## config.mk

```make
export PLATFORM = sky130hd
export DESIGN_NAME = l1d_reg_fifo
export DESIGN_NICKNAME = d
export VERILOG_FILES = /design/src/rtl/l1d_fifo_pkg.sv /design/src/rtl/reg_dual_ram.sv /design/src/rtl/l1d_reg_fifo.sv
export SDC_FILE = /design/constraint.sdc
export NUM_CORES = 1
export LEC_CHECK = 0
export CORE_UTILIZATION = 63
export CTS_CLUSTER_DIAMETER = 40
export DETAILED_ROUTE_END_ITERATION = 8
export PLACE_DENSITY = 0.95
export REMOVE_ABC_BUFFERS = 1
export SLEW_MARGIN = 30
export SYNTH_ARGS = -nofsm -noshare
export SYNTH_HDL_FRONTEND = slang
export SYNTH_HIERARCHICAL = 1
export SYNTH_SLANG_ARGS = --single-unit
export TNS_END_PERCENT = 1
```

## constraint.sdc

```tcl
create_clock -name clk -period 7.9 [get_ports clk]
set_input_delay 0.79 -clock clk [delete_from_list [all_inputs] [get_ports clk]]
set_output_delay 0.79 -clock clk [all_outputs]
set_load 0.02 [all_outputs]
```

## src/rtl/l1d_fifo_pkg.sv

```systemverilog
`default_nettype none
// ============================================================================
// l1d_fifo_pkg : shared pointer-width helper for L1D register FIFOs
// Rev 1.0
// ============================================================================
package l1d_fifo_pkg;

  // Pointer carries one extra wrap bit above the index bits.
  function automatic int fifo_ptr_w(input int depth);
    return $clog2(depth) + 1;
  endfunction

endpackage : l1d_fifo_pkg
`default_nettype wire

```

## src/rtl/reg_dual_ram.sv

```systemverilog
`default_nettype none
// ============================================================================
// reg_dual_ram : flop-based storage, one write port, one comb read port
// Rev 1.0
// ============================================================================
module reg_dual_ram #(
  parameter int WIDTH = 64,
  parameter int DEPTH = 8
) (
  input  logic                     clk,
  input  logic                     rst,
  input  logic                     we_i,
  input  logic [$clog2(DEPTH)-1:0] wa_i,
  input  logic [WIDTH-1:0]         wd_i,
  input  logic                     re_i,
  input  logic [$clog2(DEPTH)-1:0] ra_i,
  output logic [WIDTH-1:0]         rd_o
);

  logic [WIDTH-1:0] mem_q [DEPTH];

  always_ff @(posedge clk) begin
    if (rst) begin
      for (int i = 0; i < DEPTH; i++) begin
        mem_q[i] <= '0;
      end
    end else if (we_i) begin
      mem_q[wa_i] <= wd_i;
    end
  end

  // Read data forced to zero when the reader is not enabled.
  assign rd_o = re_i ? mem_q[ra_i] : '0;

endmodule : reg_dual_ram
`default_nettype wire

```

## src/rtl/l1d_reg_fifo.sv

```systemverilog
`default_nettype none
// ============================================================================
// l1d_reg_fifo : valid/ready FIFO over reg_dual_ram with flush and occupancy
// Optional empty-bypass path enabled by defining FIFO_BYPASS_EN.  Rev 1.0
// ============================================================================
module l1d_reg_fifo
  import l1d_fifo_pkg::*;
#(
  parameter int WIDTH = 64,
  parameter int DEPTH = 8
) (
  input  logic                       clk,
  input  logic                       rst,
  input  logic                       flush_i,
  input  logic                       enq_vld_i,
  output logic                       enq_rdy_o,
  input  logic [WIDTH-1:0]           enq_data_i,
  output logic                       deq_vld_o,
  input  logic                       deq_rdy_i,
  output logic [WIDTH-1:0]           deq_data_o,
  output logic [$clog2(DEPTH):0]     count_o
);

  localparam int FIFO_PTR_W = fifo_ptr_w(DEPTH);
  localparam int IDX_W      = FIFO_PTR_W - 1;

  logic [FIFO_PTR_W-1:0] wr_ptr_q, wr_ptr_d;
  logic [FIFO_PTR_W-1:0] rd_ptr_q, rd_ptr_d;

  logic             w_empty;
  logic             w_full;
  logic             w_enq_fire;
  logic             w_deq_fire;
  logic             w_byp_take;
  logic             w_wr_adv;
  logic             w_rd_adv;
  logic [WIDTH-1:0] w_ram_rdata;

  assign w_empty = (wr_ptr_q == rd_ptr_q);
  assign w_full  = (wr_ptr_q[IDX_W-1:0] == rd_ptr_q[IDX_W-1:0]) &&
                   (wr_ptr_q[IDX_W] != rd_ptr_q[IDX_W]);

  assign enq_rdy_o = ~w_full & ~rst;
  assign count_o   = wr_ptr_q - rd_ptr_q;

`ifdef FIFO_BYPASS_EN
  logic w_byp;

  // Empty FIFO presents the incoming entry directly to the consumer.
  assign w_byp      = w_empty & enq_vld_i & ~flush_i & ~rst;
  assign w_byp_take = w_byp & deq_rdy_i;
  assign deq_vld_o  = w_byp | (~w_empty & ~rst);
  assign deq_data_o = w_byp ? enq_data_i : w_ram_rdata;
`else
  assign w_byp_take = 1'b0;
  assign deq_vld_o  = ~w_empty & ~rst;
  assign deq_data_o = w_ram_rdata;
`endif

  assign w_enq_fire = enq_vld_i & enq_rdy_o;
  assign w_deq_fire = deq_vld_o & deq_rdy_i;

  // A bypass-consumed entry never touches storage or the pointers.
  assign w_wr_adv = w_enq_fire & ~w_byp_take & ~flush_i;
  assign w_rd_adv = w_deq_fire & ~w_byp_take & ~flush_i;

  always_comb begin
    wr_ptr_d = wr_ptr_q;
    rd_ptr_d = rd_ptr_q;
    if (flush_i) begin
      wr_ptr_d = '0;
      rd_ptr_d = '0;
    end else begin
      if (w_wr_adv) wr_ptr_d = wr_ptr_q + FIFO_PTR_W'(1);
      if (w_rd_adv) rd_ptr_d = rd_ptr_q + FIFO_PTR_W'(1);
    end
  end

  always_ff @(posedge clk) begin
    if (rst) begin
      wr_ptr_q <= '0;
      rd_ptr_q <= '0;
    end else begin
      wr_ptr_q <= wr_ptr_d;
      rd_ptr_q <= rd_ptr_d;
    end
  end

  reg_dual_ram #(
    .WIDTH (WIDTH),
    .DEPTH (DEPTH)
  ) u_ram (
    .clk  (clk),
    .rst  (rst),
    .we_i (w_wr_adv),
    .wa_i (wr_ptr_q[IDX_W-1:0]),
    .wd_i (enq_data_i),
    .re_i (~w_empty),
    .ra_i (rd_ptr_q[IDX_W-1:0]),
    .rd_o (w_ram_rdata)
  );

endmodule : l1d_reg_fifo
`default_nettype wire

```

[Word level (Yosys, flattened, before mapping)]
Memories as Yosys holds them, arrays and structs flattened. A register that Yosys moved wholly into a read port is not among the register bits.
Index checks and enable logic that the tools add are counted.
Cells by class
  add/subtract/negate cells: 3
  eq/ne operators: 3
  muxes and demuxes: 11
  bitwise operators: 10
  reductions and logical operators: 3
Operator list (count)
  two-way mux 64 bit: 2
  OR reduction 64 bit: 1
  two-way mux 3 bit: 3
  adder 4 x 1 -> 4 bit, second input constant: 2
  bitwise AND 1 bit: 6
  two-way mux 1 bit: 6
  == test 4 bit: 1
  NOT 1 bit: 4
  subtractor 4 bit: 1
  == test 3 bit: 1
  OR reduction 2 bit: 1
  logical AND 1 bit: 1
  inequality test 1 bit: 1
Word-level totals
  flip-flop bits (word level): 8
  bits in writable memories: 512
  logic and storage cells: 33
  memories kept: 1
Memories
  u_ram.mem_q: words 8, width 64, rd ports 1, clocked after memory_dff 1, wr ports 8, RTL line reg_dual_ram.sv:20  | logic [WIDTH-1:0] mem_q [DEPTH];

[Longest topological paths before layout]
Gate-level depths: netlist (run 1).
  depth after elaboration: 11
  mapped depth: 10

[Modules after synthesis]
The synthesis (run 1) kept the hierarchy.
By module, submodules not included
  reg_dual_ram: instances 1, cells an instance 1542, area an instance 23283.6 µm², seq. area each 15374.7 µm²
  l1d_reg_fifo: instances 1, cells an instance 59, area an instance 533.0 µm², seq. area each 160.2 µm²

[Worst setup path after synthesis (run 1)]
Ideal clock, no wire load.
  path type: input port to flip-flop
  from: in rst
  to: mem u_ram.mem_q[0][0] (enable)
  setup time: 0.394 ns
  arrival: 3.004 ns
  data required time: 7.506 ns
  slack: 4.502 ns
  stages on the path: 7
  path buffers: 2
  cell sequence: or2_2 -> buf_1 -> nor2_1 -> or3b_4 -> nor3_2 -> buf_4 -> or2_2
RTL lines
  from (decl): RTL line l1d_reg_fifo.sv:13  | input logic rst,
  to (decl): RTL line reg_dual_ram.sv:20

[Worst setup path in the final report (run 1)]
  from: reg rd_ptr_q[2]
  to: out deq_data_o[58]
Between the ends
  cells in the longest elaborated chain, start to end: 2
Ends and longest elaborated chain
  from (decl): RTL line l1d_reg_fifo.sv:28  | logic [FIFO_PTR_W-1:0] rd_ptr_q, rd_ptr_d;
  from (signal assigned): RTL line l1d_reg_fifo.sv:85  | rd_ptr_q <= rd_ptr_d;
  == test 4 bit: RTL line l1d_reg_fifo.sv:39  | assign w_empty = (wr_ptr_q == rd_ptr_q);
  two-way mux 64 bit: RTL line reg_dual_ram.sv:33  | assign rd_o = re_i ? mem_q[ra_i] : '0;
  to (decl): RTL line l1d_reg_fifo.sv:20  | output logic [WIDTH-1:0] deq_data_o,
Every way passes these cells.

==> impl_metrics.yaml, run 1 <==
worst_setup_path:
  worstSetupPathType: "reg -> out"
  crit_required_ns: 7.11
  ff2ff_setup_slack_ns: 3.55
  crit_path_start_kind: "flop"
  crit_buf_inv: 4
  worstReg2RegEnd: "u_ram/mem_q[0][26]$_SDFFCE_PN0P_"
  reg2reg_depth: 10
  cp_slowest_cell: "dfxtp_4"
  cp_max_fo: 51
  path_cells: "buf_4 > buf_4 > mux4_2 > inv_1 > a221oi_1 > clkdlybuf4s50_1"
  endpoint_kind: "output pin"
  max_stage_delay_ns: 0.79
  critPathArrivalTime_ns: 4.72
  cp_top_family: "buffers and inverters"
  r2r_start: "rd_ptr_q[2]$_SDFFE_PP0P_"
  critPathMostFrequentCell: "buf_4"
synthesis:
  synthCells: 1601
  synth_area_per_cell_um2: 14.9
  synth_top_cell_by_area: "edfxtp_1"
  synth.top_cell.area_share_pct: 64.6
  ys_warn_count: 6
  async_flop_share_pct: 0
  ys_seq_area_share_pct: 65.2
  yosysUniqueCellTypes: 39
  synth_edf_count: 512
  yosys_register_bits: 520
  synth_flop_cell: "edfxtp_1"
  synth_area_um2: 23800
  synthTopCellsByArea: "edfxtp_1, and2_1, mux4_2"
cts:
  clk_pin_slew_ns: 0.06
  cts_inserted_buffers: 54
  cts_sinks: 520
  clk_latency_ns: 0.57
  cts_setup_buffers: 0
  cts_resized: 0
  root_buffer: "clkbuf_16"
  cts_tree: "built"
  h-tree-depth: 2
  cts_buffer_depth: 3
  hold_buffers: 0
place:
  place_ws_ns: 3.15
  io_buffers: 138
  gp_congestion: 0.803
  dp_hpwl_um: 30000
worst_hold_path:
  hold_depth: 2
  hold_start: "wr_ptr_q[3]$_SDFFE_PP0P_"
  hold_end: "wr_ptr_q[3]$_SDFFE_PP0P_"
  min_path_type: "reg -> reg"
route:
  routedWlPerCell_um: 24.3
  vias: 14167
  avgViaCountPerCell: 6.29
  route.detailed.drc: 0
  ant_nets: 0
  drt_iter0_drc: 1400
  totalWireLength_um: 54800
  first_pass_iters: 7
power_and_ir_drop:
  comb_power_share_pct: 5.3
  finalPower_mw: 5.95
  netSwitchingFraction_pct: 21.2
  powerDensity_nw_per_um2: 217
  clockPowerShare_pct: 41.7
  leakage_nw: 9.73
  seqPwrFrac_pct: 53.0
  p_int_mw: 4.68
  p_sw_mw: 1.26
  ir_drop_mv: 0.158
floorplan:
  io_pins: 139
  row_count: 70
  die_area_um2: 38600
  dieWidth_um: 196
  start_util_pct: 64.6
  core_um2: 36900
  dieHeight_um: 196
global_routing:
  globalRouteOverflowTotal: 0
  grt_use_total_pct: 28.5
  antenna_found_initial: 4
  grt_pass1_vias: 14845
  grt_max_degree: 66
  grt_pass1_wl_um: 83200
sta:
  slew_headroom_pct: 39.5
  tightest_slew_ns: 0.908
  fin_crit_sh_pct: 69.8
  holdWs_ns: 0.598
  hold_viol: 0
  slew_viol_final: 0
  fin_crit_ns: 5.51
  final.setup.worst_slack_ns: 2.39
  fmax_mhz: 181
  finalSetupViolCount: 0
  grt_setup_unrepaired: "false"
  skew_ns: 0.0177
final_layout:
  seq_area_um2: 15500
  drive_gt1_share_pct: 14.0
  area_growth_pct: 15.0
  fill_cells: 2021
  layout.nets: 1782
  most-common-layout-cells: "and2_1, edfxtp_1, clkdlybuf4s50_1"
  multiInputGateArea_um2: 7530
run_status:
  status: "finished clean"
flow_run:
  max_cap_violations: 0
sequential cells by signal, summed over array words and instances (netlist names):
signal,flops
wr_ptr_q,4
u_ram/mem_q,512
rd_ptr_q,4
synth_stat cells, types with 2 or more instances:
library cell,number
a21oi_1,5
a221oi_1,61
a221oi_2,3
and2_1,512
buf_2,19
buf_4,14
buf_6,6
clkbuf_1,49
clkbuf_2,23
dfxtp_1,8
edfxtp_1,512
ha_1,5
inv_1,71
mux2_2,64
mux2i_1,66
mux4_1,13
mux4_2,51
nand2_1,2
nand2b_1,3
nand4_1,2
nor2_1,15
o211ai_1,2
o21ai_0,64
or2_2,9
xnor2_1,6
xor2_1,3
per-stage QoR:
stage               area, um^2  utilization [%]  instances   TNS, ns
global route             27400             74.3       2254         0
detailed placement       25600             69.3       2151         0
CTS                      27300             74.0       2249         0
global placement         25500             69.1       2147         0
finish                   27400             74.3       2254         0
floorplan                23200                -       1489  -1198.07
layer usage:
metal	global-route usage [%]	vias to the layer above	share of wire (%)
met4	11.1	4	3.0
met1	36.6	7006	36
met5	0	-	0.042
li1	-	6051	-
met2	49.2	952	51
met3	4.59	154	9.7
tightest hold or removal path, cell delays in order, from the launching register on:
cell	delay, ns
dfxtp_1	0.35
xnor2_1	0.17
nor2_1	0.04
area by class of cell:
class / instances / area share, %
well taps: 504 / 2.30
flip-flops and latches: 520 / 56.8
repair buffers: 162 / 6.09
diodes: 1 / 0.00914
inverters: 71 / 0.973
clock inverters: 33 / 1.04
multi-input cells: 898 / 27.5
clock buffers: 65 / 5.32
worst max path at each step:
stage / depth (start not counted) / start / slack [ns] / to
finish: 6 / rd_ptr_q[2]$_SDFFE_PP0P_ / 2.39 / deq_data_o[58]
CTS: 6 / rd_ptr_q[2]$_SDFFE_PP0P_ / 2.49 / deq_data_o[58]
detailed placement: 7 / rst / 3.15 / u_ram/mem_q[0][49]$_SDFFCE_PN0P_
floorplan: 8 / rd_ptr_q[2]$_SDFFE_PP0P_ / -2.25 / u_ram/mem_q[2][0]$_SDFFCE_PN0P_
global placement: 6 / rd_ptr_q[2]$_SDFFE_PP0P_ / 3.24 / deq_data_o[58]
global route: 6 / rd_ptr_q[2]$_SDFFE_PP0P_ / 2.25 / deq_data_o[58]
power groups by stage:
| stage | clock, mW | combinational [mW] | sequential, mW |
|---|---|---|---|
| 2_1_floorplan | 0 | 0.141 | 3.20 |
| 3_3_place_gp | 0 | 0.285 | 3.20 |
| 3_5_place_dp | 0 | 0.302 | 3.21 |
| 4_1_cts | 2.50 | 0.307 | 3.16 |
| 5_1_grt | 2.60 | 0.332 | 3.16 |
| 6_report | 2.48 | 0.314 | 3.16 |
logic make-up (layout without fill, tap and decap cells):
logic type / count (synthesis) / after routing / share of synthesized area [%]
and+or+nand+nor: 550 / 550 / 14.4
buffers and inverters: 183 / 331 / 3.51
other: 0 / 1 / 0
muxes: 194 / 194 / 12.1
xor gates and xnor gates: 10 / 10 / 0.399
DFF: 520 / 520 / 65.2
adders and majority gates: 6 / 6 / 0.347
AOI/OAI and AO/OA: 138 / 138 / 4.08
Note: power is estimated with default switching activity, not from simulation.
==> inputs of run 2 (changes only) <==
--- a/config.mk
+++ b/config.mk
@@ -5,10 +5,10 @@
 export SDC_FILE = /design/constraint.sdc
 export NUM_CORES = 1
 export LEC_CHECK = 0
-export CORE_UTILIZATION = 63
+export CORE_UTILIZATION = 60
 export CTS_CLUSTER_DIAMETER = 40
 export DETAILED_ROUTE_END_ITERATION = 8
-export PLACE_DENSITY = 0.95
+export PLACE_DENSITY = 0.91
 export REMOVE_ABC_BUFFERS = 1
 export SLEW_MARGIN = 30
 export SYNTH_ARGS = -nofsm -noshare
==> constraint.sdc (replaced) <==
create_clock -name clk -period 5.8 [get_ports clk]
set_input_delay 0.58 -clock clk [delete_from_list [all_inputs] [get_ports clk]]
set_output_delay 0.58 -clock clk [all_outputs]
set_load 0.02 [all_outputs]
==> run 2 against run 1 <==
Sequential power grew 36%. First-iteration DRC count shrank 10%. Largest power group unchanged. Sequential share of layout area shrank 0.47 points. Worst hold slack gained 0.015 ns. Clock-buffer cell count grew 10. Clock power grew 43%. Highest routed layer unchanged. Critical path depth grew 2. Sequential cell count is the same. Clock skew grew 0.0018 ns. Power grew 39%. Combinational power grew 38%. Die area grew 5.0%.
==> impl_metrics.yaml, run 2 (synthesis gave the netlist of run 1 again) <==
sta:
  slew_headroom_pct: 33.9
  final.setup.worst_slack_ns: 0.498
  finalSetupViolCount: 0
  slew_viol_final: 0
  fin_crit_sh_pct: 91.4
  fmax_mhz: 189
  hold_viol: 0
  skew_ns: 0.0194
  grt_setup_unrepaired: "false"
  fin_crit_ns: 5.30
  tightest_slew_ns: 0.992
final_layout:
  multiInputGateArea_um2: 7530
  largest_reg_flops: 512
  reg_top3: "u_ram/mem_q (512), rd_ptr_q (4), wr_ptr_q (4)"
  seq_area_um2: 15500
  drive_gt1_share_pct: 14.8
  final_util_pct: 71.0
  top_register: "u_ram/mem_q"
  layout.nets: 1788
  fill_cells: 2356
  most-common-layout-cells: "and2_1, edfxtp_1, clkdlybuf4s50_1"
  area_growth_pct: 15.9
cts:
  h-tree-depth: 2
  cts_buffer_depth: 3
  cts_inserted_buffers: 58
  cts_resized: 0
  hold_buffers: 0
  cts_tree: "built"
  cts_sinks: 520
  cts_setup_buffers: 0
  clk_latency_ns: 0.60
  root_buffer: "clkbuf_16"
  clk_pin_slew_ns: 0.06
worst_setup_path:
  worstSetupPathType: "reg -> out"
  max_stage_delay_ns: 0.89
  crit_path_start_kind: "flop"
  critPathArrivalTime_ns: 4.72
  endpoint_kind: "output pin"
  path_cells: "inv_1 > ha_1 > and3_1 > nand2_2 > buf_4 > o21ai_0 > a221oi_1 > clkdlybuf4s50_1"
  cp_top_family: "buffers and inverters"
  crit_required_ns: 5.22
  cp_slowest_cell: "dfxtp_4"
  crit_buf_inv: 3
  cp_max_fo: 44
global_routing:
  antenna_found_initial: 2
  grt_pass1_wl_um: 82500
  grt_use_total_pct: 26.9
  grt_pass1_vias: 14701
  grt_max_degree: 163
  globalRouteOverflowTotal: 0
floorplan:
  core_um2: 38900
  die_area_um2: 40500
  dieHeight_um: 201
  start_util_pct: 61.2
  dieWidth_um: 201
  row_count: 72
  io_pins: 139
worst_hold_path:
  min_path_type: "reg -> reg"
place:
  dp_hpwl_um: 29800
  gp_congestion: 0.773
  io_buffers: 138
  place_ws_ns: 1.15
power_and_ir_drop:
  ir_drop_mv: 0.236
  seqPwrFrac_pct: 51.9
  comb_power_share_pct: 5.2
  powerDensity_nw_per_um2: 300
  clockPowerShare_pct: 42.9
  leakage_nw: 9.84
  p_sw_mw: 1.75
  netSwitchingFraction_pct: 21.2
  p_int_mw: 6.53
route:
  drt_iter0_drc: 1256
  avgViaCountPerCell: 6.13
  vias: 13951
  first_pass_iters: 5
  route.detailed.drc: 0
  totalWireLength_um: 54600
  routedWlPerCell_um: 24.0
  ant_nets: 0
flow_run:
  max_cap_violations: 0
run_status:
  status: "finished clean"
-- run 2: changes by cell type in the layout (fill, tap and decap cells not counted) --
cell,change
clkinv_1,-12
clkinv_2,+9
clkbuf_1,+5
buf_12,+4
clkbuf_16,+4
buf_4,-3
clkinvlp_4,-2
inv_6,+2
buf_16,+1
clkbuf_8,+1
inv_8,-1
-- run 2: cell type report --
| type | instances | share of cell area, % |
|---|---|---|
| diodes | 1 | 0.00906 |
| clock buffers | 75 | 5.75 |
| clock inverters | 29 | 1.00 |
| inverters | 71 | 0.965 |
| multi-input cells | 898 | 27.3 |
| flip-flops and latches | 520 | 56.3 |
| well taps | 518 | 2.35 |
| repair buffers | 164 | 6.35 |
-- run 2: worst register-to-register path: stages, from the launching register on --
cell and delay (ns):
dfxtp_4 0.89, inv_1 0.13, ha_1 0.35, nand3_2 0.17, o21ai_4 0.09, nor2_1 0.21, nand3b_4 0.17, nor3_2 0.14
buf_4 0.63, or2_4 0.57, buf_16 0.31
-- run 2: path summary, 6_finish.rpt --
| path | startpoint | endpoint | slack [ns] | cells after the start |
|---|---|---|---|---|
| max | rd_ptr_q[1]$_SDFFE_PP0P_ | deq_data_o[53] | 0.50 | 8 |
| min | wr_ptr_q[3]$_SDFFE_PP0P_ | wr_ptr_q[3]$_SDFFE_PP0P_ | 0.61 | 2 |
| max reg2reg | rd_ptr_q[1]$_SDFFE_PP0P_ | u_ram/mem_q[2][50]$_SDFFCE_PN0P_ | 1.79 | 10 |
| min reg2reg | wr_ptr_q[3]$_SDFFE_PP0P_ | wr_ptr_q[3]$_SDFFE_PP0P_ | 0.61 | 2 |
-- run 2: metrics by stage --
step | instance area [um^2] | hold WS (ns) | instances | power [mW] | setup TNS (ns)
final | 27600 | 0.613 | 2276 | 8.28 | 0
after global routing | 27600 | 0.658 | 2275 | 8.48 | 0
after CTS | 27600 | 0.617 | 2273 | 8.30 | 0
after detailed placement | 25700 | 0.600 | 2169 | 4.80 | 0
after global placement | 25500 | 0.581 | 2159 | 4.75 | 0
after floorplan | 23200 | 0.564 | 1489 | 4.55 | -3482.27
-- run 2: power by group through the flow --
stage	Clock (mW)	Combinational [mW]	Sequential, mW
after floorplan	0	0.192	4.36
after global placement	0	0.391	4.36
after detailed placement	0	0.423	4.37
after CTS	3.57	0.429	4.30
after global routing	3.72	0.458	4.31
final	3.55	0.432	4.30
-- run 2: metal layers --
layer	track usage [%]	vias up	routed length [um]
met1	33.8	7096	20900
met3	5.25	120	4260
li1	-	6069	-
met4	9.85	2	1460
met2	46.6	664	27900
met5	0	-	17
